===== src/rtl/reg_file_sb.sv =====
// Decode-stage register file: 2 async read ports, 1 sync write port, optional
// hardwired-zero register, write-to-read bypass, busy scoreboard and post-reset clear sweep.
module reg_file_sb #(
  parameter int DATA_W    = 64,
  parameter int ADDR_W    = 5,
  parameter bit ZERO_EN   = 1'b1,
  parameter int ZERO_IDX  = 31,
  parameter bit BYPASS_EN = 1'b1
) (
  input  logic              CLK,
  input  logic              RESET,
  input  logic [ADDR_W-1:0] READ_REG_A,
  input  logic [ADDR_W-1:0] READ_REG_B,
  output logic [DATA_W-1:0] DATA_OUT_A,
  output logic [DATA_W-1:0] DATA_OUT_B,
  output logic              BUSY_A,
  output logic              BUSY_B,
  input  logic [ADDR_W-1:0] WRITE_REG,
  input  logic [DATA_W-1:0] WRITE_DATA,
  input  logic              REG_WRITE_ENABLE,
  input  logic              RESERVE_EN,
  input  logic [ADDR_W-1:0] RESERVE_REG,
  output logic              READY
);
  localparam int               NREG = 2**ADDR_W;
  localparam logic [ADDR_W-1:0] ZIDX = ADDR_W'(ZERO_IDX);
  localparam logic [ADDR_W-1:0] LAST = ADDR_W'(NREG-1);

  typedef enum logic {SWEEP, RUN} state_t;

  state_t            state, next_state;
  logic [ADDR_W-1:0] cnt;
  logic [DATA_W-1:0] regs [NREG];
  logic [NREG-1:0]   busy;
  logic              sweep_wr, wr_ok, res_ok;

  always_ff @(posedge CLK) begin
    if (RESET) state <= SWEEP;
    else       state <= next_state;
  end

  always_comb begin
    next_state = state;
    READY      = 1'b0;
    sweep_wr   = 1'b0;
    case (state)
      SWEEP: begin
        sweep_wr = 1'b1;
        if (cnt == LAST) next_state = RUN;
      end
      RUN:     READY = 1'b1;
      default: next_state = SWEEP;
    endcase
  end

  always_ff @(posedge CLK) begin
    if (RESET)         cnt <= '0;
    else if (sweep_wr) cnt <= cnt + 1'b1;
  end

  assign wr_ok  = READY && REG_WRITE_ENABLE && !(ZERO_EN && WRITE_REG == ZIDX);
  assign res_ok = READY && RESERVE_EN && !(ZERO_EN && RESERVE_REG == ZIDX);

  // Contents are left untouched while RESET is high; the sweep clears them afterwards.
  always_ff @(posedge CLK) begin
    if (!RESET) begin
      if (sweep_wr)   regs[cnt]       <= '0;
      else if (wr_ok) regs[WRITE_REG] <= WRITE_DATA;
    end
  end

  // Reserve is applied after the write clear so a same-cycle new producer wins.
  always_ff @(posedge CLK) begin
    if (RESET) busy <= '0;
    else begin
      if (wr_ok)  busy[WRITE_REG]   <= 1'b0;
      if (res_ok) busy[RESERVE_REG] <= 1'b1;
    end
  end

  logic [1:0][ADDR_W-1:0] raddr;
  logic [1:0][DATA_W-1:0] rdata;
  logic [1:0]             rbusy;

  assign raddr = {READ_REG_B, READ_REG_A};

  for (genvar p = 0; p < 2; p++) begin : g_rd
    logic is_zero, byp;
    assign is_zero = ZERO_EN && raddr[p] == ZIDX;
    assign byp     = BYPASS_EN && REG_WRITE_ENABLE && WRITE_REG == raddr[p];
    always_comb begin
      rdata[p] = '0;
      rbusy[p] = 1'b0;
      if (READY && !is_zero) begin
        rdata[p] = byp ? WRITE_DATA : regs[raddr[p]];
        rbusy[p] = byp ? 1'b0 : busy[raddr[p]];
      end
    end
  end

  assign DATA_OUT_A = rdata[0];
  assign DATA_OUT_B = rdata[1];
  assign BUSY_A     = rbusy[0];
  assign BUSY_B     = rbusy[1];
endmodule


===== config.mk =====
export PLATFORM = sky130hd
export DESIGN_NAME = reg_file_sb
export DESIGN_NICKNAME = d
export VERILOG_FILES = /design/src/rtl/reg_file_sb.sv
export SDC_FILE = /design/constraint.sdc
export NUM_CORES = 2
export LEC_CHECK = 0
export CAP_MARGIN = 20
export CORE_MARGIN = 10
export CORE_UTILIZATION = 45
export CTS_CLUSTER_DIAMETER = 40
export CTS_CLUSTER_SIZE = 40
export DETAILED_ROUTE_END_ITERATION = 8
export SETUP_SLACK_MARGIN = 0.1
export SYNTH_ARGS = -nofsm -noshare
export SYNTH_HDL_FRONTEND = slang
export SYNTH_SLANG_ARGS = --single-unit

===== constraint.sdc =====
create_clock -name CLK -period 8.15 [get_ports CLK]
set_input_delay 2.445 -clock CLK [delete_from_list [all_inputs] [get_ports CLK]]
set_output_delay 2.445 -clock CLK [all_outputs]
set_load 0.03 [all_outputs]

==> results summary <==
The complex-gate fraction of the synthesized area is 0.0858. In the routed design, unresolved DRC markers number 0. The clock sink count is 2086. Counting flops with an async set or reset pin after synthesis yields a share of 0. The worst path arrival time came out at 5.38 ns. The DRC marker count from the first detailed-route iteration is 6929. The required time at the worst-slack endpoint came out at 5.71 ns. The critical path is of the in2out type. The area used by sequential logic in the layout came out at 62300 um^2. The cts-stage hold buffer count is 0.

In this run the cell area measured after placement is 106000 um^2. The tree is rooted in a sky130_fd_sc_hd__clkbuf_16. The die footprint came out at 234000 um^2. The worst setup path is captured at a primary output. The net count after synthesis came out at 5316.

Of the total synthesized cell area, the portion taken by XOR and XNOR cells is 0.000361. The final setup skew came out at 0.0438 ns. The analysis attributes to cell leakage a power of 0.0416 uW. Of the available clock period, the critical path in the final layout requires 0.960. The count of unique library cells instantiated by Yosys is 52.

The first global-routing pass estimated 446000 um of wire. Buffers inserted during clock tree synthesis total 338. The average size of a mapped cell is 18.5 um^2. The peak supply drop came out at 0.224 mV.

Counting stages on the worst path, the most repeated cell is sky130_fd_sc_hd__buf_12. The largest single stage delay on the critical path is 0.63 ns. The detail-routed net length per standard cell came out at 35.3 um. The per-cell via count in the routed design is 6.76. The number of input and output port buffers inserted came out at 218. The achievable clock frequency is 128 MHz. The filler cells instantiated in the layout total 16500. The detail route stage leaves a number of antenna-violating nets equal to 0. The H-tree generated during clock tree synthesis spans 5 levels. The worst slew margin relative to its limit is 0.252. Traced cell by cell, the critical path runs through buf_8 -> buf_12 -> buf_12 -> buf_12 -> mux4_2 -> a22o_1 -> a2111oi_1 -> a21oi_1 -> a22o_1 -> buf_4. The slew at the pin closest to its max-slew limit came out at 1.12 ns. The area taken by multi-input logic gates is 32800 um^2. The area of the placeable core came out at 214000 um^2. After detailed routing, the total wire length is 312000 um. After synthesis the cells add up to 96900 um^2.

The largest net degree at the start of global routing came out at 78. The portion of synthesized area spent on multiplexers is 0.236. The synthesis-to-layout area growth came out at 21.1%. In this run the worst path has a maximum fanout of 21. The later pin in the worst-skew pair is clocked with a latency of 0.91 ns.

For this run, the register share of the synthesized area comes to 0.642. The flow ran to the end, and the final reports show no timing, DRC or antenna violations. The total global routing track utilization is 0.259.

The clock-pin slew reported for the worst setup and hold paths after clock tree synthesis is 0.05 ns. STA classifies the critical path startpoint as an input pin. The setup violation total in the final timing report is 0. The library cell used most frequently in the layout, excluding fill and tap cells, is sky130_fd_sc_hd__edfxtp_1. Max-cap violations in this run came to 0. The leading register cell type out of synthesis is sky130_fd_sc_hd__edfxtp_1. The post-synthesis share of cell area spent on full adders, half adders and majority gates is 0.000258.

The number of synthesized flops with an enable pin is 2048. The effective utilization at floorplan came out at 0.452. From bottom edge to top edge, the die measures 484 um. The cell row count came out at 170. By area, the combinational part of the netlist is dominated by multiplexers. Detailed routing inserted a total of 59600 vias. The initial antenna violation count is 4.

The cell count after synthesis is 5226. The number of flip-flops and latches in the synthesized netlist is 2086. The number of nets in the layout is 5810. Of the total synthesized cell area, the portion taken by AND, OR, NAND and NOR gates is 0.0122. The worst-path cell with the longest stage delay is sky130_fd_sc_hd__a2111oi_1. The total overflow reported by the global router came out at 0. Setup repair after global routing left no endpoint under its margin. The post-route cell area came out at 117000 um^2.

The share of cells above drive strength 1 came out at 0.322. The top cell types in the final layout, fill and taps aside, are sky130_fd_sc_hd__edfxtp_1 (2048), sky130_fd_sc_hd__mux4_2 (777), sky130_fd_sc_hd__mux2i_1 (531). The min-delay analysis places its worst path in the category reg2reg.

The congestion estimate from routability-driven global placement came to 0.798. The number of slew-limit violations in the final report came out at 0. The final count of hold timing violations is 0. The I/O pin count is 219. Once detailed placement completed, the half-perimeter wirelength came to 177000 um. OpenSTA, run right after detailed placement, puts the worst setup slack at 0.00443 ns. The areal power density over the cells came out at 234 nW/um^2. TritonCTS built the clock tree. The via count of the first global-routing pass is 61500.

The die is 484 um wide. The first detailed-routing pass ran for 7 iterations. The maximum buffer depth of the clock tree is 4. The synthesis warning total came out at 0. The setup slack of the critical path after layout is 0.324 ns. The routed design could run at a clock period as short as 7.83 ns.
==> logic make-up (layout without fill, tap and decap cells) <==
group	Yosys count	in the layout
simple gates	236	236
other cells	0	4
flops	2086	2086
buf+inv	464	1217
xor+xnor	4	4
compound gates	1119	1119
mux	1315	1315
fa+ha+maj	2	2
==> path summary, 6_finish.rpt <==
path | startpoint | end | slack (ns) | cells after the start
worst min register to register | busy[31] | busy[31] | 0.48 | 1
worst max register to register | state | regs[4][10] | 3.77 | 7
worst min-delay path | busy[31] | busy[31] | 0.48 | 1
worst max-delay path | READ_REG_A[0] | DATA_OUT_A[42] | 0.32 | 10
==> registers in the layout, summed over array words and instances, names as in the netlist <==
signal  count
state       1
busy       32
cnt         5
regs     2048
==> cell usage after synthesis (all sizes together) (38+ instances only) <==
cell	n	area, um^2
dfxtp	38	761
clkbuf	259	973
mux4	777	17500
nor2	50	188
nand2	61	229
mux2i	531	5320
a22oi	127	953
o221ai	132	1160
o22ai	133	832
and2	69	432
buf	195	1190
a2111oi	127	1360
a21oi	297	1490
edfxtp	2048	61500
a22o	254	2220
==> critical path: cells and delay by family <==
kind	cells	cell delay (ns)
AOI/OAI and AO/OA	4	1.29
muxes	1	0.52
buffers and inverters	5	1.05
==> layout make-up <==
type / count / area share
Antenna cell: 4 / 0.0000853
Clock buffer: 378 / 0.0750
Clock inverter: 221 / 0.0202
Inverter: 10 / 0.000320
Multi-Input combinational cell: 2676 / 0.280
Sequential cell: 2086 / 0.530
Tap cell: 2838 / 0.0302
Timing Repair Buffer: 608 / 0.0641
==> power breakdown <==
part / total [uW] / switching, uW / internal, uW
Sequential: 11700 / 27.6 / 11700
Clock: 14200 / 5210 / 8940
Combinational: 1600 / 937 / 665
==> stage by stage <==
step / hold slack [ns] / TNS [ns] / cells / power [uW] / util
5_1_grt: 0.516 / 0 / 8818 / 28200 / 0.547
6_report: 0.485 / 0 / 8821 / 27500 / 0.548
3_3_place_gp: 0.475 / -0.253 / 8192 / 13500 / 0.493
2_1_floorplan: 0.455 / 0 / 5226 / 12900 / -
3_5_place_dp: 0.472 / 0 / 8193 / 13500 / 0.493
4_1_cts: 0.481 / 0 / 8796 / 27600 / 0.545
==> layer usage <==
layer	vias to the layer above	track usage	routed length [um]
li1	23900	-	-
met1	31800	0.349	123000
met2	3294	0.422	150000
met3	668	0.0490	27500
met4	0	0.0927	11400
met5	-	0	0
==> timing repair <==
item / 4_1_cts / 5_1_grt
cloned: 0 / 0
gates resized for setup: 4 / 7
setup buffers: 4 / 0
pin swaps: 1 / 0
endpoints found under the setup margin: 5 / 7
(Power assumes the default switching activity.)
